<file path="src/rtl/nec_ir_pkg.sv">
// nec_ir_pkg: shared FSM encoding, tick-range limits and widths
// for the NEC IR front end (ir_edge_timer, nec_ir_frontend).
package nec_ir_pkg;

  localparam int FRAME_W = 32;
  localparam int DUR_W   = 7;

  localparam logic [DUR_W-1:0] DUR_SAT = 7'd127;

  localparam logic [DUR_W-1:0] LM_MIN = 7'd56;
  localparam logic [DUR_W-1:0] LM_MAX = 7'd72;
  localparam logic [DUR_W-1:0] LS_MIN = 7'd28;
  localparam logic [DUR_W-1:0] LS_MAX = 7'd36;
  localparam logic [DUR_W-1:0] RS_MIN = 7'd12;
  localparam logic [DUR_W-1:0] RS_MAX = 7'd20;
  localparam logic [DUR_W-1:0] BM_MIN = 7'd2;
  localparam logic [DUR_W-1:0] BM_MAX = 7'd6;
  localparam logic [DUR_W-1:0] B0_MIN = 7'd2;
  localparam logic [DUR_W-1:0] B0_MAX = 7'd6;
  localparam logic [DUR_W-1:0] B1_MIN = 7'd9;
  localparam logic [DUR_W-1:0] B1_MAX = 7'd15;

  localparam logic [5:0] EMIT_LAST = 6'd32;

  typedef enum logic [2:0] {
    S_IDLE,
    S_LEAD_MARK,
    S_LEAD_SPACE,
    S_REP_MARK,
    S_BIT_MARK,
    S_BIT_SPACE,
    S_EMIT,
    S_RECOVER
  } state_e;

  function automatic logic in_rng(
    input logic [DUR_W-1:0] d,
    input logic [DUR_W-1:0] lo,
    input logic [DUR_W-1:0] hi
  );
    return (d >= lo) && (d <= hi);
  endfunction

  // Burst slot k (1..32, 32 wraps to 0) -> stored bit index.
  // Fields go out in air order, each byte MSB-first.
  function automatic logic [4:0] burst_idx(
    input logic [4:0] k
  );
    logic [4:0] m;
    m = k - 5'd1;
    return {m[4:3], ~m[2:0]};
  endfunction

endpackage

</file>
<file path="src/rtl/nec_ir_frontend_if.sv">
// nec_ir_frontend_if: IR input and key-decoder side signals.
// slave = front end (IrIn in; Serial/FrameErr/Busy out).
interface nec_ir_frontend_if;
  logic IrIn;
  logic Serial;
  logic FrameErr;
  logic Busy;

  modport slave (
    input  IrIn,
    output Serial,
    output FrameErr,
    output Busy
  );

  modport master (
    output IrIn,
    input  Serial,
    input  FrameErr,
    input  Busy
  );
endinterface

</file>
<file path="src/rtl/ir_edge_timer.sv">
// ir_edge_timer: 2-FF sync of raw IR, edge detect, TICK_DIV prescaler
// and saturating 7-bit tick counter. Ports: clk, rst, ir_in -> rise, fall, level, dur, sat.
module ir_edge_timer
  import nec_ir_pkg::*;
#(
  parameter int TICK_DIV = 7031
) (
  input  logic             clk,
  input  logic             rst,
  input  logic             ir_in,
  output logic             rise,
  output logic             fall,
  output logic             level,
  output logic [DUR_W-1:0] dur,
  output logic             sat
);

  localparam int PW = (TICK_DIV > 1) ? $clog2(TICK_DIV) : 1;
  localparam logic [PW-1:0] P_LAST = PW'(TICK_DIV - 1);
  // The edge cycle itself is the first cycle of the new interval,
  // so a level held N*TICK_DIV cycles reads back as exactly N ticks.
  localparam logic [PW-1:0] P_EDGE = PW'((TICK_DIV > 1) ? 1 : 0);

  logic s1_q, s1_d;
  logic s2_q, s2_d;
  logic prev_q, prev_d;
  logic [PW-1:0] presc_q, presc_d;
  logic [DUR_W-1:0] dur_q, dur_d;

  assign rise  = s2_q & ~prev_q;
  assign fall  = ~s2_q & prev_q;
  assign level = s2_q;
  assign dur   = dur_q;
  assign sat   = (dur_q == DUR_SAT);

  always_comb begin
    s1_d    = ir_in;
    s2_d    = s1_q;
    prev_d  = s2_q;
    presc_d = presc_q;
    dur_d   = dur_q;
    if (rise | fall) begin
      presc_d = P_EDGE;
      dur_d   = '0;
    end else if (presc_q == P_LAST) begin
      presc_d = '0;
      if (!sat) dur_d = dur_q + 1'b1;
    end else begin
      presc_d = presc_q + 1'b1;
    end
  end

  always_ff @(posedge clk) begin
    if (rst) begin
      s1_q    <= 1'b1;
      s2_q    <= 1'b1;
      prev_q  <= 1'b1;
      presc_q <= '0;
      dur_q   <= '0;
    end else begin
      s1_q    <= s1_d;
      s2_q    <= s2_d;
      prev_q  <= prev_d;
      presc_q <= presc_d;
      dur_q   <= dur_d;
    end
  end

endmodule

</file>
<file path="src/rtl/nec_ir_frontend.sv">
// nec_ir_frontend: NEC frame capture, replayed as a 33-cycle burst on Serial.
// Ports: Clock, Reset, bus (IrIn in; Serial, FrameErr, Busy out). Option: IR_REPEAT_EN.
module nec_ir_frontend
  import nec_ir_pkg::*;
#(
  parameter int TICK_DIV = 7031
) (
  input logic              Clock,
  input logic              Reset,
  nec_ir_frontend_if.slave bus
);

  logic             rise;
  logic             fall;
  logic             level;
  logic [DUR_W-1:0] dur;
  logic             sat;

  ir_edge_timer #(
    .TICK_DIV(TICK_DIV)
  ) u_timer (
    .clk   (Clock),
    .rst   (Reset),
    .ir_in (bus.IrIn),
    .rise  (rise),
    .fall  (fall),
    .level (level),
    .dur   (dur),
    .sat   (sat)
  );

  state_e             state_q, state_d;
  logic [4:0]         idx_q, idx_d;
  logic [FRAME_W-1:0] rx_q, rx_d;
  logic [FRAME_W-1:0] frame_q, frame_d;
  logic [5:0]         ecnt_q, ecnt_d;
  logic               err_q, err_d;
  logic               abort;
`ifdef IR_REPEAT_EN
  logic               fv_q, fv_d;
`endif

  always_ff @(posedge Clock) begin
    if (Reset) state_q <= S_IDLE;
    else       state_q <= state_d;
  end

  always_ff @(posedge Clock) begin
    if (Reset) begin
      idx_q   <= '0;
      rx_q    <= '0;
      frame_q <= '0;
      ecnt_q  <= '0;
      err_q   <= 1'b0;
`ifdef IR_REPEAT_EN
      fv_q    <= 1'b0;
`endif
    end else begin
      idx_q   <= idx_d;
      rx_q    <= rx_d;
      frame_q <= frame_d;
      ecnt_q  <= ecnt_d;
      err_q   <= err_d;
`ifdef IR_REPEAT_EN
      fv_q    <= fv_d;
`endif
    end
  end

  always_comb begin
    state_d = state_q;
    idx_d   = idx_q;
    rx_d    = rx_q;
    frame_d = frame_q;
    ecnt_d  = ecnt_q;
    err_d   = 1'b0;
    abort   = 1'b0;
`ifdef IR_REPEAT_EN
    fv_d    = fv_q;
`endif
    unique case (state_q)
      S_IDLE: begin
        if (fall) state_d = S_LEAD_MARK;
      end
      S_LEAD_MARK: begin
        if (rise) begin
          if (in_rng(dur, LM_MIN, LM_MAX))
            state_d = S_LEAD_SPACE;
          else
            abort = 1'b1;
        end else if (sat) begin
          abort = 1'b1;
        end
      end
      S_LEAD_SPACE: begin
        if (fall) begin
          unique case (1'b1)
            in_rng(dur, LS_MIN, LS_MAX): begin
              state_d = S_BIT_MARK;
              idx_d   = '0;
            end
            in_rng(dur, RS_MIN, RS_MAX): begin
`ifdef IR_REPEAT_EN
              state_d = S_REP_MARK;
`else
              state_d = S_RECOVER;
`endif
            end
            default: abort = 1'b1;
          endcase
        end else if (sat) begin
          abort = 1'b1;
        end
      end
`ifdef IR_REPEAT_EN
      S_REP_MARK: begin
        if (rise) begin
          if (!in_rng(dur, BM_MIN, BM_MAX)) begin
            abort = 1'b1;
          end else if (fv_q) begin
            state_d = S_EMIT;
            ecnt_d  = '0;
          end else begin
            state_d = S_RECOVER;
          end
        end else if (sat) begin
          abort = 1'b1;
        end
      end
`endif
      S_BIT_MARK: begin
        if (rise) begin
          if (in_rng(dur, BM_MIN, BM_MAX))
            state_d = S_BIT_SPACE;
          else
            abort = 1'b1;
        end else if (sat) begin
          abort = 1'b1;
        end
      end
      S_BIT_SPACE: begin
        if (fall) begin
          unique case (1'b1)
            in_rng(dur, B0_MIN, B0_MAX): rx_d[idx_q] = 1'b0;
            in_rng(dur, B1_MIN, B1_MAX): rx_d[idx_q] = 1'b1;
            default:                     abort = 1'b1;
          endcase
          if (!abort) begin
            if (idx_q == 5'd31) begin
              state_d = S_EMIT;
              ecnt_d  = '0;
              frame_d = rx_d;
`ifdef IR_REPEAT_EN
              fv_d    = 1'b1;
`endif
            end else begin
              idx_d   = idx_q + 1'b1;
              state_d = S_BIT_MARK;
            end
          end
        end else if (sat) begin
          abort = 1'b1;
        end
      end
      S_EMIT: begin
        if (ecnt_q == EMIT_LAST) state_d = S_RECOVER;
        else                     ecnt_d  = ecnt_q + 1'b1;
      end
      S_RECOVER: begin
        if (level) state_d = S_IDLE;
      end
      default: state_d = S_IDLE;
    endcase
    if (abort) begin
      state_d = S_RECOVER;
      err_d   = 1'b1;
    end
  end

  // Slot 0 of EMIT is the start-low cycle; slots 1..32 carry data.
  always_comb begin
    bus.Serial   = 1'b1;
    bus.FrameErr = err_q;
    bus.Busy     = (state_q != S_IDLE);
    if (state_q == S_EMIT) begin
      if (ecnt_q == '0)
        bus.Serial = 1'b0;
      else
        bus.Serial = frame_q[burst_idx(ecnt_q[4:0])];
    end
  end

endmodule

</file>
<file path="src/flat_wrapper.sv">
// flat-port wrapper written by rule: the top's interface ports become plain ports
module nec_ir_frontend_flat import nec_ir_pkg::*;
#(
  parameter int TICK_DIV = 7031
)
  (Clock, Reset, bus_IrIn, bus_Serial, bus_FrameErr, bus_Busy);
  nec_ir_frontend_if bus_i ();
  input logic Clock;
  input logic Reset;
  input wire logic [$bits(bus_i.IrIn)-1:0] bus_IrIn;
  output wire logic [$bits(bus_i.Serial)-1:0] bus_Serial;
  output wire logic [$bits(bus_i.FrameErr)-1:0] bus_FrameErr;
  output wire logic [$bits(bus_i.Busy)-1:0] bus_Busy;
  assign bus_i.IrIn = bus_IrIn;
  assign bus_Serial = bus_i.Serial;
  assign bus_FrameErr = bus_i.FrameErr;
  assign bus_Busy = bus_i.Busy;
  nec_ir_frontend #(.TICK_DIV(TICK_DIV)) u_core (.Clock(Clock), .Reset(Reset), .bus(bus_i));
endmodule
</file>
<file path="config.mk">
export PLATFORM = sky130hd
export DESIGN_NAME = nec_ir_frontend_flat
export DESIGN_NICKNAME = d
export VERILOG_FILES = /design/src/rtl/nec_ir_pkg.sv /design/src/rtl/nec_ir_frontend_if.sv /design/src/rtl/ir_edge_timer.sv /design/src/rtl/nec_ir_frontend.sv /design/src/flat_wrapper.sv
export SDC_FILE = /design/constraint.sdc
export NUM_CORES = 1
export LEC_CHECK = 0
export ABC_AREA = 1
export CAP_MARGIN = 20
export CORE_MARGIN = 4
export CORE_UTILIZATION = 65
export CTS_BUF_LIST = sky130_fd_sc_hd__clkbuf_8
export DETAILED_ROUTE_END_ITERATION = 10
export GPL_ROUTABILITY_DRIVEN = 0
export GPL_TIMING_DRIVEN = 1
export PLACE_DENSITY = 0.82
export SYNTH_ARGS = -nofsm -noshare
export SYNTH_HDL_FRONTEND = slang
export SYNTH_SLANG_ARGS = --single-unit
</file>
<file path="constraint.sdc">
create_clock -name Clock -period 3.6 [get_ports Clock]
set_input_delay 0.72 -clock Clock [delete_from_list [all_inputs] [get_ports Clock]]
set_output_delay 0.72 -clock Clock [all_outputs]
set_load 0.005 [all_outputs]
</file>
==> key figures, run 1 <==
STA
  – FMAX: a little under 300 MHz
  – Fin crit period: about 3400 ps
  – Setup TNS: 0 ps
  – RSZ-0062 raised after global routing: no
  – Worst-Margin Slew: slightly below 700 ps
  – Hold Vio Cnt, Final: 0
  – Slew Viols, Final: 0
  – Clock skew: 10.43 ps
  – Setup ws final: about 210 ps
  – WHS: 415.0 ps
  – Setup-failing EPs final: 0
  – Period utilization: 0.9413
  – Slew margin rel.: 0.5408

Critical path
  – Worst r2r dst: u_core.frame_q[2]$_SDFFE_PP0P_
  – Startpoint types: register
  – Critical path class: reg2out
  – CP max FO: 10
  – CP arrival: roughly 2700 ps
  – R2R depth: 13
  – RR Startpoint: u_core.idx_q[1]$_SDFFE_PP0P_
  – Worst R2R Setup Slack: around 800 ps
  – CP endpoint kind: primary output
  – Data required, critical path: roughly 2900 ps

GRT
  – GRT Util Overall: 0.2639
  – Largest net degree at the start of global routing: between 60 and 70
  – Initial antenna violation count: 0
  – Vias in the first global route: roughly 4,700
  – First-pass GRT wire length: around 22,000 um
  – Global route total overflow: 0

Placed design
  – Place WS: 464.9 ps
  – Port bufs: 5
  – Placed Cells: 900
  – DP Wirelength: 8726 um

Yosys
  – Async set-reset flop share out of synthesis: 0
  – Net Count, Synth: around 840
  – Cell variety after synth: between 40 and 50
  – Largest area contributor in the netlist: dfxtp_1
  – Syn_area_per_cell: 6.742 sq um
  – Largest cells by area after synthesis: dfxtp_1, o21ai_0, a21oi_1, inv_1, nand2_1
  – Synth Area in Simple Gates: 0.2293
  – Top cell type's share of synthesized area: 0.3676
  – Warnings from Yosys: 0
  – Sequential fraction of the synthesis area: 0.3676
  – Number of flops mapped to enable cells by yosys: 0
  – Mux share of post-synthesis cell area: 0
  – Area of the mapped netlist: 0.005555 sq mm
  – Post-Synthesis Cells: roughly 820
  – Top-count cell post-synth: o21ai_0
  – Largest family of logic cells by synthesized area: compound AO/OA/AOI/OAI gates
  – Synth Area in Adders: 0.03378
  – Synth Area in Compound Gates: 0.2306
  – Synth Register Bits: between 100 and 150
  – Most frequent cells after synthesis: o21ai_0, inv_1, nand2_1
  – Post-Synth XOR/XNOR Area: 0.01261
  – Most common flop cell mapped by yosys: dfxtp_1

CTS
  – Setup Buffers After CTS: 0
  – Maximum root-to-sink buffer count: 2
  – Cts bufs inserted: 9
  – CTS tree: yes
  – Clk slew on worst S/H paths: about 100 ps
  – CTS H-Tree Depth: 3
  – TritonCTS Sinks: 102
  – Cts hold-fix bufs: 0
  – Clk root buf: clkbuf_8
  – Clock latency on the worst-skew pair: about 370 ps

Power
  – Peak VDD IR: between 200 and 250 uV
  – Power per Cell Area: 408.5 mW/mm^2
  – P_leak: roughly 2.4 nW

Routing
  – Total routed wirelength: roughly 13,000 um
  – First drt pass iteration count: 5
  – DRC: 0
  – Antenna-violating nets left: 0
  – Routed wire per std cell: between 10 and 15 um
  – Vias per cell: approximately 5.7
  – Via Count: roughly 5,200
  – Drt initial violations: slightly above 500

Layout
  – Final Core Density: 0.7059
  – Combined area of the multi-input logic cells: 0.002833 sq mm
  – Post-route insts no fill: around 920
  – Layout cells sized above 1: 0.07275
  – Diodes inserted: 0
  – Fillers: ~700
  – Area grow syn2layout: 4.932%
  – Sequential cell area: between 0.002 and 0.0025 sq mm
  – Nets: approximately 820

Hold path
  – Hold Path End: u_core.u_timer.level$_SDFF_PP1_
  – Hold Path Class: reg2reg
  – Worst hold path depth: 1
  – HP Start: u_core.u_timer.s1_q$_SDFF_PP1_

Die
  – Starting Density: 0.6727
  – FP Rows: 33
  – Chip height: 100.5 um
  – Die X-Extent: approximately 100 um
  – Core area: between 0.008 and 0.009 sq mm
  – Io pins: 6
  – Die outline area: 0.01009 sq mm

Status
  – Status: completed

Flow run
  – Max-cap violations: 0
-- metal layers --
metal	track usage	part of all wire
met5	0	0
met1	0.3698	0.46
met3	0.04429	0.070
met2	0.4220	0.45
met4	0.07254	0.011
-- sequential cells by signal, summed over array words and instances, names as in the netlist --
| name | cells |
|---|---|
| u_core.idx_q | 5 |
| u_core.rx_q | 32 |
| u_core.u_timer.dur | 7 |
| u_core.u_timer.prev_q | 1 |
| u_core.frame_q | 32 |
| u_core.bus.FrameErr | 1 |
| u_core.state_q | 3 |
| u_core.u_timer.s1_q | 1 |
| u_core.u_timer.presc_q | 13 |
| u_core.u_timer.level | 1 |
| u_core.ecnt_q | 6 |
-- timing repair --
action,CTS,global route
hold endpoints to repair,0,0
resized for setup,0,3
endpoints found under the setup margin,0,1
-- critical path, cell delays in order (launching register included) --
cell and delay (ps):
dfxtp_1 360, clkinv_1 150, ha_4 360, inv_1 140, a21oi_1 130, o21ai_0 120, nand3_1 90, nand3_1 70
a21boi_0 210, o32ai_1 110, nand2_1 70, clkdlybuf4s50_1 490
-- cells in the final DEF, fill, tap and decap left out, types with 3 or more instances in the layout --
cell type / instances
o21ai_0: 140
ha_1: 14
inv_1: 129
inv_2: 7
buf_4: 5
nor2_2: 5
nand2_1: 114
nand2_2: 6
dfxtp_1: 102
clkdlybuf4s50_1: 4
nor3_1: 17
a21oi_1: 98
xor2_1: 6
nor3b_1: 3
or2_2: 3
nor2_1: 53
nand4_1: 5
nand2_4: 3
nand3_1: 53
clkbuf_8: 11
-- cell type report --
class / count / share of cell area
well taps: 105 / 0.02254
repair buffers: 10 / 0.01417
clock buffers: 11 / 0.02597
multi-input cells: 545 / 0.4859
clock inverters: 5 / 0.01138
flip-flops and latches: 102 / 0.3503
inverters: 138 / 0.08972
-- where the power goes --
group          switching, mW  internal [mW]
Sequential            0.0314           1.17
Clock                  0.413          0.367
Combinational          0.257          0.145
-- how the worst max path moves through the flow --
stage,startpoint,end,slack (ps),cells after the start
floorplan,u_core.ecnt_q[0]$_SDFFE_PP0P_,bus_Serial,620,13
global placement,u_core.ecnt_q[1]$_SDFFE_PP0P_,bus_Serial,600,11
detailed placement,u_core.ecnt_q[0]$_SDFFE_PP0P_,bus_Serial,460,11
CTS,u_core.ecnt_q[0]$_SDFFE_PP0P_,bus_Serial,40,11
global route,u_core.ecnt_q[0]$_SDFFE_PP0P_,bus_Serial,40,11
finish,u_core.ecnt_q[0]$_SDFFE_PP0P_,bus_Serial,210,11
-- through the flow --
step                area [sq um]  power, mW
floorplan                   5555      1.530
CTS                         5809      2.382
detailed placement          5592      1.615
global placement            5592      1.600
global route                5829      2.499
finish                      5829      2.381
-- cell families after synthesis --
kind of cell | Yosys count
AO/OA/AOI/OAI | 249
XOR/XNOR | 8
adder cells (fa/ha/maj) | 15
buffers and inverters | 177
flip-flops | 102
AND/OR/NAND/NOR | 273
Note: power is estimated with default switching activity, not from simulation.
==> run 2, diff against run 1 <==
--- a/config.mk
+++ b/config.mk
@@ -12,8 +12,9 @@
 export CTS_BUF_LIST = sky130_fd_sc_hd__clkbuf_8
 export DETAILED_ROUTE_END_ITERATION = 10
 export GPL_ROUTABILITY_DRIVEN = 0
-export GPL_TIMING_DRIVEN = 1
+export GPL_TIMING_DRIVEN = 0
 export PLACE_DENSITY = 0.82
 export SYNTH_ARGS = -nofsm -noshare
 export SYNTH_HDL_FRONTEND = slang
 export SYNTH_SLANG_ARGS = --single-unit
+export TNS_END_PERCENT = 5
==> key figures, run 2 (same netlist as run 1, synthesis figures left out) <==
Status
  – Status: completed

Die
  – Chip height: 100.5 um
  – FP Rows: 33
  – Core area: approximately 0.0083 sq mm
  – Die outline area: around 0.010 sq mm
  – Io pins: 6
  – Die X-Extent: around 100 um
  – Starting Density: 0.6727

STA
  – Period utilization: 0.8819
  – Fin crit period: roughly 3200 ps
  – RSZ-0062 raised after global routing: no
  – Slew margin rel.: 0.6085
  – Clock skew: about 12 ps
  – Setup-failing EPs final: 0
  – Hold Vio Cnt, Final: 0
  – Worst-Margin Slew: about 580 ps
  – Slew Viols, Final: 0
  – FMAX: between 300 and 400 MHz
  – Setup TNS: 0 ps

CTS
  – Clk root buf: clkbuf_8
  – Clock latency on the worst-skew pair: between 300 and 400 ps
  – CTS H-Tree Depth: 3
  – CTS tree: yes
  – Clk slew on worst S/H paths: about 100 ps
  – Cts bufs inserted: 9
  – TritonCTS Sinks: approximately 100
  – Maximum root-to-sink buffer count: 2

Placed design
  – Port bufs: 5
  – Placed Area: between 0.005 and 0.006 sq mm
  – DP Wirelength: 10,190 um
  – Placed Cells: 934

Routing
  – Drt initial violations: 448
  – First drt pass iteration count: 5
  – Vias per cell: approximately 5.8
  – DRC: 0
  – Via Count: 5,531
  – Antenna-violating nets left: 0
  – Routed wire per std cell: 14.76 um
  – Total routed wirelength: between 10,000 and 15,000 um

Critical path
  – Startpoint types: register
  – Data required, critical path: 2880 ps
  – Critical path class: reg2out
  – R2R depth: 14
  – CP arrival: around 2500 ps
  – CP endpoint kind: primary output
  – CP max FO: 11
  – RR Startpoint: u_core.idx_q[0]$_SDFFE_PP0P_
  – Worst R2R Setup Slack: ~750 ps
  – Worst r2r dst: u_core.ecnt_q[4]$_SDFFE_PP0P_

Hold path
  – Worst hold path depth: 1
  – Hold Path End: u_core.u_timer.level$_SDFF_PP1_
  – Hold Path Class: reg2reg
  – HP Start: u_core.u_timer.s1_q$_SDFF_PP1_

Power
  – Power per Cell Area: between 300 and 400 mW/mm^2
  – Flop pwr share: 0.500
  – Net Sw Frac: 0.2993
  – Tot Pwr: between 2 and 2.5 mW
  – Switching pwr: between 0.7 and 0.8 mW
  – Internal: between 1.5 and 2 mW
  – P_leak: approximately 2.4 nW
  – Clk pwr share: 0.307
  – Combinational power share: 0.193
  – Peak VDD IR: between 200 and 250 uV

Layout
  – Finished Cell Area: 0.006051 sq mm
  – Area grow syn2layout: 8.919%
  – Top flop regs: u_core.frame_q: 32 flops, u_core.rx_q: 32 flops, u_core.u_timer.presc_q: 13 flops
  – Layout cells sized above 1: 0.09198
  – Post-route insts no fill: about 950
  – Nets: around 860
  – Combined area of the multi-input logic cells: approximately 0.0029 sq mm
  – Sequential cell area: 0.002043 sq mm
  – Commonest non-fill, non-tap cell in the layout: o21ai_0
  – Diodes inserted: 0
  – Most frequent cells in the layout: o21ai_0, inv_1, nand2_1
  – Fillers: 678

GRT
  – Largest net degree at the start of global routing: 17
  – First-pass GRT wire length: ~23,000 um
  – Global route total overflow: 0
  – Vias in the first global route: between 5,000 and 6,000
  – GRT Util Overall: 0.2864
  – Initial antenna violation count: 0

Flow run
  – Max-cap violations: 0
## run 2: cell types whose count changed in the layout (fill, tap and decap cells not counted), sizes merged
cell and delta:
inv +1, dlymetal6s2s +1, buf +12, clkbuf +23
## run 2: repair_timing
item                       4_1_cts  5_1_grt
resized for setup               11       15
buffers inserted                 1        3
hold endpoints to repair         0        0
setup endpoints to repair        1        1
hold buffers                     0        0
pin swaps                        1        1
## run 2: cell type report
type / count / area share
Clock inverter: 6 / 0.01013
Clock buffer: 10 / 0.02275
Sequential cell: 102 / 0.3377
Tap cell: 105 / 0.02171
Buffer: 38 / 0.03205
Timing Repair Buffer: 9 / 0.01365
Inverter: 138 / 0.08830
Multi-Input combinational cell: 545 / 0.4737
## run 2: power groups by stage
stage / Clock, mW / Combinational, mW / Sequential, mW
global route: 0.795 / 0.509 / 1.20
detailed placement: 0 / 0.416 / 1.22
global placement: 0 / 0.402 / 1.22
finish: 0.733 / 0.462 / 1.19
floorplan: 0 / 0.316 / 1.21
CTS: 0.742 / 0.434 / 1.19
## run 2: worst max-delay path by stage
stage                             startpoint    endpoint  slack, ps  cells after the start
3_3_place_gp   u_core.ecnt_q[0]$_SDFFE_PP0P_  bus_Serial       -420                     14
2_1_floorplan  u_core.ecnt_q[0]$_SDFFE_PP0P_  bus_Serial        620                     13
6_report       u_core.ecnt_q[0]$_SDFFE_PP0P_  bus_Serial        430                     13
4_1_cts        u_core.ecnt_q[0]$_SDFFE_PP0P_  bus_Serial         30                     13
5_1_grt        u_core.ecnt_q[0]$_SDFFE_PP0P_  bus_Serial        300                     13
3_5_place_dp   u_core.ecnt_q[0]$_SDFFE_PP0P_  bus_Serial       -450                     14
## run 2: worst max-delay path, cell delays in order, from the launching register on
cell,delay [ps]
dfxtp_2,360
buf_8,140
inv_8,60
clkbuf_8,160
ha_4,290
clkinvlp_4,220
a21oi_2,180
o21ai_0,110
nand3_1,80
nand3_1,70
a21boi_1,150
o32ai_1,90
nand2_1,60
dlymetal6s2s_1,120
## run 2: metrics by stage
stage / util / setup WS (ps) / hold WS [ps]
2_1_floorplan: - / 621.6 / 389.5
3_3_place_gp: 0.6947 / -425.0 / 397.6
3_5_place_dp: 0.6947 / -454.7 / 401.0
4_1_cts: 0.7247 / 25.82 / 427.8
5_1_grt: 0.7327 / 295.6 / 454.0
6_report: 0.7327 / 425.1 / 426.8
## run 2: metal layers
layer / vias to the layer above / GRT usage / part of all wire
li1: 2724 / - / -
met1: 2556 / 0.4014 / 0.44
met2: 220 / 0.4495 / 0.46
met3: 31 / 0.04913 / 0.081
met4: 0 / 0.09430 / 0.019
met5: - / 0 / 0
==> run 3, diff against run 2 <==
--- a/config.mk
+++ b/config.mk
@@ -5,7 +5,7 @@
 export SDC_FILE = /design/constraint.sdc
 export NUM_CORES = 1
 export LEC_CHECK = 0
-export ABC_AREA = 1
+export ABC_AREA = 0
 export CAP_MARGIN = 20
 export CORE_MARGIN = 4
 export CORE_UTILIZATION = 65
==> key figures, run 3 <==
Status
  – Status: completed

CTS
  – CTS tree: yes
  – Maximum root-to-sink buffer count: 2
  – CTS H-Tree Depth: 3
  – Clk slew on worst S/H paths: ~100 ps
  – Clk root buf: clkbuf_8
  – Clock latency on the worst-skew pair: 370 ps
  – Cts bufs inserted: 9
  – TritonCTS Sinks: between 100 and 150
  – Cts hold-fix bufs: 0

Layout
  – Top flop regs: u_core.frame_q: 32 flops, u_core.rx_q: 32 flops, u_core.u_timer.presc_q: 13 flops
  – Fillers: just over 600
  – Layout cells sized above 1: 0.1071
  – Nets: 620
  – Diodes inserted: 0
  – Combined area of the multi-input logic cells: 0.002844 sq mm
  – Area grow syn2layout: 7.267%
  – Post-route insts no fill: 709
  – Most frequent cells in the layout: nor2_1, dfxtp_1, a211oi_1
  – Commonest non-fill, non-tap cell in the layout: nor2_1
  – Finished Cell Area: roughly 0.0056 sq mm
  – Final Core Density: 0.7194
  – Sequential cell area: about 0.0020 sq mm

Yosys
  – Async set-reset flop share out of synthesis: 0
  – Post-Synth XOR/XNOR Area: 0.03887
  – Most frequent cells after synthesis: nor2_1, dfxtp_1, a211oi_1
  – Warnings from Yosys: 0
  – Synth Area in Simple Gates: 0.2209
  – Syn_area_per_cell: ~8.8 sq um
  – Synth Register Bits: a little over 100
  – Largest area contributor in the netlist: dfxtp_1
  – Largest family of logic cells by synthesized area: simple AND/OR/NAND/NOR gates
  – Sequential fraction of the synthesis area: 0.3940
  – Post-Synthesis Cells: 586
  – Area of the mapped netlist: 0.005182 sq mm
  – Number of flops mapped to enable cells by yosys: 0
  – Net Count, Synth: 604
  – Top cell type's share of synthesized area: 0.3940
  – Synth Area in Adders: 0.03621
  – Cell variety after synth: 65
  – Synth Area in Compound Gates: 0.2011
  – Most common flop cell mapped by yosys: dfxtp_1
  – Top-count cell post-synth: nor2_1
  – Mux share of post-synthesis cell area: 0.04925
  – Largest cells by area after synthesis: dfxtp_1, a211oi_1, nor2_1, a22oi_1, mux4_2

Critical path
  – R2R depth: 9
  – Crit path capture: bus_Serial
  – Data required, critical path: ~2900 ps
  – Worst r2r dst: u_core.frame_q[7]$_SDFFE_PP0P_
  – Worst setup path startpoint: u_core.ecnt_q[0]$_SDFFE_PP0P_
  – Startpoint types: register
  – Critical path class: reg2out
  – Worst R2R Setup Slack: roughly 510 ps
  – CP endpoint kind: primary output
  – CP arrival: approximately 2700 ps
  – RR Startpoint: u_core.idx_q[1]$_SDFFE_PP0P_
  – CP max FO: 6

Die
  – Die X-Extent: between 90 and 100 um
  – Chip height: slightly below 100 um
  – Io pins: 6
  – Starting Density: 0.6707
  – FP Rows: 32
  – Die outline area: about 0.0095 sq mm
  – Core area: 0.007727 sq mm

Placed design
  – Placed Cells: 692
  – DP Wirelength: ~8600 um
  – Place WS: -396.5 ps
  – Placed Area: between 0.005 and 0.006 sq mm
  – Port bufs: 4

Power
  – Peak VDD IR: roughly 270 uV
  – P_leak: approximately 1.8 nW
  – Power per Cell Area: 400.4 mW/mm^2
  – Tot Pwr: about 2.2 mW

Routing
  – Vias per cell: 6.281
  – First drt pass iteration count: 5
  – Routed wire per std cell: 17.41 um
  – Via Count: ~4,500
  – Drt initial violations: ~330
  – Antenna-violating nets left: 0
  – DRC: 0
  – Total routed wirelength: about 12,000 um

STA
  – Slew margin rel.: 0.4272
  – Clock skew: between 7 and 8 ps
  – Hold Vio Cnt, Final: 0
  – RSZ-0062 raised after global routing: no
  – FMAX: 290.2 MHz
  – Setup TNS: 0 ps
  – Worst-Margin Slew: 857.3 ps
  – Fin crit period: roughly 3400 ps
  – Period utilization: 0.9572
  – Setup-failing EPs final: 0
  – Setup ws final: 154.0 ps
  – Slew Viols, Final: 0
  – WHS: ~440 ps

Hold path
  – HP Start: u_core.u_timer.s1_q$_SDFF_PP1_
  – Hold Path Class: reg2reg

GRT
  – Global route total overflow: 0
  – First-pass GRT wire length: about 20,000 um
  – GRT Util Overall: 0.2582
  – Initial antenna violation count: 0
  – Vias in the first global route: roughly 4,200
  – Largest net degree at the start of global routing: 19

Flow run
  – Max-cap violations: 0
## run 3: cell count changes in the layout (fill, tap and decap cells not counted), moves of 12 or more
cell      delta
nand3_1     -36
nor2_1      +52
a211oi_1    +65
clkbuf_1    +13
inv_1      -113
o21ai_0    -136
a22oi_1     +31
xnor2_1     +12
a21oi_1     -82
nand2_1     -72
## run 3: layer usage
| metal | vias up | track usage | routed length [um] |
|---|---|---|---|
| li1 | 2129 | - | - |
| met1 | 2111 | 0.3503 | 5365 |
| met2 | 181 | 0.4135 | 5741 |
| met3 | 32 | 0.04810 | 932 |
| met4 | 0 | 0.09265 | 305 |
| met5 | - | 0 | 0 |
## run 3: power by group
group / total (mW) / internal, mW / switching, mW
Sequential: 1.17 / 1.15 / 0.0174
Combinational: 0.379 / 0.178 / 0.201
Clock: 0.681 / 0.262 / 0.420
## run 3: logic make-up after synthesis
family / count (synthesis)
and+or+nand+nor: 233
AOI/OAI and AO/OA: 133
DFF: 102
buffers and inverters: 67
xor gates and xnor gates: 23
adders and majority gates: 15
muxes: 13
## run 3: critical path, cell delays in order, from the launching register on
cell	delay [ps]
dfxtp_2	380
buf_6	110
inv_1	90
ha_4	350
buf_4	160
mux4_2	290
mux4_2	480
mux2i_1	130
o21ai_0	90
dlygate4sd2_1	290
## run 3: area by class of cell
class / count / area share
clock inverter: 7 / 0.009903
buffer: 50 / 0.04524
tap: 102 / 0.02296
inverter: 16 / 0.01080
sequential: 102 / 0.3675
clock buffer: 9 / 0.02228
timing repair buffer: 6 / 0.009678
multi-input combinational: 417 / 0.5116
## run 3: how the worst min path moves through the flow
stage,cells past startpoint,slack (ps),endpoint
after detailed placement,1,410,u_core.u_timer.level$_SDFF_PP1_
after global routing,1,450,u_core.u_timer.level$_SDFF_PP1_
final,1,440,u_core.u_timer.level$_SDFF_PP1_
after floorplan,1,390,u_core.u_timer.level$_SDFF_PP1_
after global placement,1,400,u_core.u_timer.level$_SDFF_PP1_
after CTS,1,440,u_core.u_timer.level$_SDFF_PP1_
## run 3: what timing repair did
item	CTS	global route
setup endpoints to repair	1	0
buffers inserted	2	0
resized for setup	8	0
==> RTL edit 1: new RTL, flow settings as in run 3 <==
Add a define of `IR_REPEAT_EN`.
--- a/src/rtl/nec_ir_frontend.sv
+++ b/src/rtl/nec_ir_frontend.sv
@@ -1,5 +1,7 @@
 // nec_ir_frontend: NEC frame capture, replayed as a 33-cycle burst on Serial.
 // Ports: Clock, Reset, bus (IrIn in; Serial, FrameErr, Busy out). Option: IR_REPEAT_EN.
+`define IR_REPEAT_EN
+
 module nec_ir_frontend
   import nec_ir_pkg::*;
 #(
Check against the original RTL: same outputs for any inputs over 10 cycles, from zero or initial values and one cycle with Reset high; that may be too few to reach the edited logic, so the function may still have changed.
==> RTL edit 1 against run 3 <==
  * Worst setup slack got worse by 0.11 ns
  * Via count rose by 7.3%
  * Combinational power fell by 17%
  * Cell area rose by 3.4%
  * Non-clock buffer count rose by 10
  * Count of clock-buffer cells in the layout rose by 1
  * Sequential cell count rose by 1
  * Wire length rose by 10%
  * First-iteration DRC count rose by 14%
  * Total power rose by 1.7%
  * Synthesized area rose by 1.9%
  * Critical path type unchanged
  * Critical endpoint unchanged
==> RTL edit 1: results <==
[synth]
yosysUniqueCellTypes = 62
post_synth_inst_count = 613
mappedNetlistNets = 631
post_synth_most_frequent_cells = sky130_fd_sc_hd__nor2_1, sky130_fd_sc_hd__dfxtp_1, sky130_fd_sc_hd__a211oi_1
synth_seq_area_share = 0.390
yosys-top-cells-area = sky130_fd_sc_hd__dfxtp_1, sky130_fd_sc_hd__a211oi_1, sky130_fd_sc_hd__nor2_1, sky130_fd_sc_hd__nand3_1, sky130_fd_sc_hd__mux4_2

[setup_path]
r2r_slack_ns = 0.75
worst_r2r_endpoint = u_core.frame_q[18]$_SDFFE_PP0P_
critical-path-slowest-cell = sky130_fd_sc_hd__mux4_2
path_max_fanout = 5
start_of_the_worst_register_to_register_path = u_core.u_timer.dur[1]$_SDFFE_PP0P_
worst_r2r_path_depth = 10

[detailed_routing]
wire_per_inst_um = 18.3
detailedRoute.firstPassIterationCount = 6
vias = 4778

[global_routing]
global_route_wire_length_before_repair_um = 22400
global_route.usage.total = 0.287
first_global_vias = 4535

[run_status]
outcome = complete, no violations

[pwr]
sw_pwr_mw = 0.637
leakagePower_nw = 1.83
power.ir.vdd_worst_uv = 260
share_clk_of_total_power = 0.339

[cells_and_area]
layout-drive-gt1-share = 0.103
final-seq-area_mm2 = 0.00207
fillers = 609
finish.net_count = 652

[min_path]
min_delay_src = u_core.u_timer.s1_q$_SDFF_PP1_

[sta]
finClkSkew_ns = 0.0122

[place]
place_inst = 720
dpl-instance-area_mm2 = 0.00546
portBuffers = 5
place_hpwl_um = 9410
==> RTL edit 1: cell types whose count changed after synthesis, sizes merged, moves of 6 or more <==
cell / change
nand3: +30
nand2: -20
a32oi: +7
a22oi: -6
nor2b: +6
nor3: -6
o21ai: +6
==> RTL edit 1: routing by layer <==
layer,global-route usage,routed length (µm),vias up
met1,0.390,5850,2280
li1,-,-,2265
met4,0.127,380,0
met2,0.453,6380,199
met5,0,0,-
met3,0.0464,982,34
==> RTL edit 1: final cells by class <==
class | count | area share
Clock buffer | 10 | 0.0239
Tap cell | 102 | 0.0222
Multi-Input combinational cell | 438 | 0.509
Sequential cell | 103 | 0.359
Timing Repair Buffer | 11 | 0.0165
Buffer | 55 | 0.0455
Inverter | 16 | 0.0111
Clock inverter | 6 | 0.0118
==> RTL edit 1: worst register-to-register path, delay by kind of cell (launching register included) <==
kind / cells / cell delay [ns]
flops: 1 / 0.37
simple gates: 2 / 0.60
compound gates: 2 / 0.54
fa+ha+maj: 1 / 0.20
buf+inv: 5 / 1.04
==> RTL edit 1: kinds of logic after synthesis <==
logic type	after synthesis	synth area share
AOI/OAI and AO/OA	150	0.213
adders and majority gates	15	0.0355
DFF	103	0.390
xor gates and xnor gates	20	0.0332
muxes	13	0.0483
buffers and inverters	72	0.0585
and+or+nand+nor	240	0.221
==> RTL edit 1: through the flow <==
stage	setup slack (ns)	hold slack, ns	power, mW
4_1_cts	0.0102	0.412	2.26
2_1_floorplan	0.300	0.389	1.43
3_3_place_gp	-0.976	0.394	1.50
6_report	0.0424	0.401	2.26
3_5_place_dp	-1.01	0.393	1.51
5_1_grt	-0.0411	0.432	2.36
==> RTL edit 1: repair_timing <==
action,in CTS,in global routing
resized for setup,15,2
setup buffers,3,3
endpoints found under the hold margin,0,0
setup endpoints to repair,1,1
pin swaps,1,0
==> RTL edit 2: new RTL, settings of run 3 <==
Without the edit above. Re-encode `state_e` (8 states) as one-hot, 8 bits wide.
--- a/src/rtl/nec_ir_pkg.sv
+++ b/src/rtl/nec_ir_pkg.sv
@@ -22,15 +22,15 @@
 
   localparam logic [5:0] EMIT_LAST = 6'd32;
 
-  typedef enum logic [2:0] {
-    S_IDLE,
-    S_LEAD_MARK,
-    S_LEAD_SPACE,
-    S_REP_MARK,
-    S_BIT_MARK,
-    S_BIT_SPACE,
-    S_EMIT,
-    S_RECOVER
+  typedef enum logic [7:0] {
+    S_IDLE       = 8'b00000001,
+    S_LEAD_MARK  = 8'b00000010,
+    S_LEAD_SPACE = 8'b00000100,
+    S_REP_MARK   = 8'b00001000,
+    S_BIT_MARK   = 8'b00010000,
+    S_BIT_SPACE  = 8'b00100000,
+    S_EMIT       = 8'b01000000,
+    S_RECOVER    = 8'b10000000
   } state_e;
 
   function automatic logic in_rng(
Behaviour: no difference found for any inputs over 10 cycles, from zero or initial values and one cycle with Reset high; not proved beyond that.
==> RTL edit 2 against run 3 <==
  * Synthesized area is 4.8% higher
  * Total power is 1.8% higher
  * Wire length grew 6.1%
  * First-iteration DRC count fell by 23%
  * Register-to-register slack better by 0.32 ns
  * Clock skew grew 0.0041 ns
  * Cell area increased by 6.6%
  * Worst setup slack got worse by 0.061 ns
  * Non-clock buffer count did not move
  * Global-route usage is 1.7 points higher
  * Sequential share of layout area decreased by 0.88 points
  * Sequential cell count increased by 4
  * Largest power group unchanged
  * Highest routed layer unchanged
==> RTL edit 2: results <==
[pwr]
switching_share = 0.276
share_comb_of_total_power = 0.132
leakagePower_nw = 1.90
power.ir.vdd_worst_uv = 301
power.internal_mw = 1.64

[synth]
synth.avg_cell_area_um2 = 8.68
post_synth_fa_ha_maj_area_fraction = 0.0346
yosysUniqueCellTypes = 62
synth_compound_gate_area_share = 0.219
yosys-top-cells-area = sky130_fd_sc_hd__dfxtp_1, sky130_fd_sc_hd__a211oi_1, sky130_fd_sc_hd__nor2_1, sky130_fd_sc_hd__mux4_2, sky130_fd_sc_hd__ha_1
post_synth_most_frequent_cells = sky130_fd_sc_hd__dfxtp_1, sky130_fd_sc_hd__nor2_1, sky130_fd_sc_hd__a211oi_1

[detailed_routing]
vias = 4785
detail_route.iter0.violations = 254
wirelength_um = 13100
met2_wirelength_um = 6520
detailroute.wirelength.met3_um = 596

[sta]
final.period_utilization = 0.974
finClkSkew_ns = 0.0117
tightestPinTransition_ns = 1.07

[place]
place_inst = 736
portBuffers = 5
dp_worst_setup_slack_ns = -1.04

[setup_path]
path_max_fanout = 4
worst-endpoint-arrival_ns = 2.79
r2r_slack_ns = 0.83
start_of_the_worst_register_to_register_path = u_core.u_timer.dur[1]$_SDFFE_PP0P_

[global_routing]
global_route_wire_length_before_repair_um = 22000
grt_max_degree = 20

[run_status]
outcome = complete, no violations

[cells_and_area]
fillers = 625
layout-drive-gt1-share = 0.0995

[clock_network]
postCtsResizedCells = 14
RTL edit 2: cell types whose count changed after synthesis, moves of 5 or more:
| cell | delta |
|---|---|
| sky130_fd_sc_hd__a21oi_1 | +6 |
| sky130_fd_sc_hd__o21ai_0 | +23 |
| sky130_fd_sc_hd__and3_1 | +5 |
| sky130_fd_sc_hd__clkbuf_1 | -12 |
| sky130_fd_sc_hd__nor3b_1 | +6 |
| sky130_fd_sc_hd__o21a_1 | +16 |
| sky130_fd_sc_hd__nor3_1 | -7 |
| sky130_fd_sc_hd__a22oi_1 | -14 |
| sky130_fd_sc_hd__nand3b_1 | +6 |
| sky130_fd_sc_hd__or3_1 | +5 |
RTL edit 2: area by class of cell:
type	instances	area share
sequential	106	0.359
multi-input combinational	460	0.517
inverter	15	0.0101
tap	105	0.0222
clock buffer	9	0.0209
timing repair buffer	12	0.0194
buffer	44	0.0376
clock inverter	7	0.0144
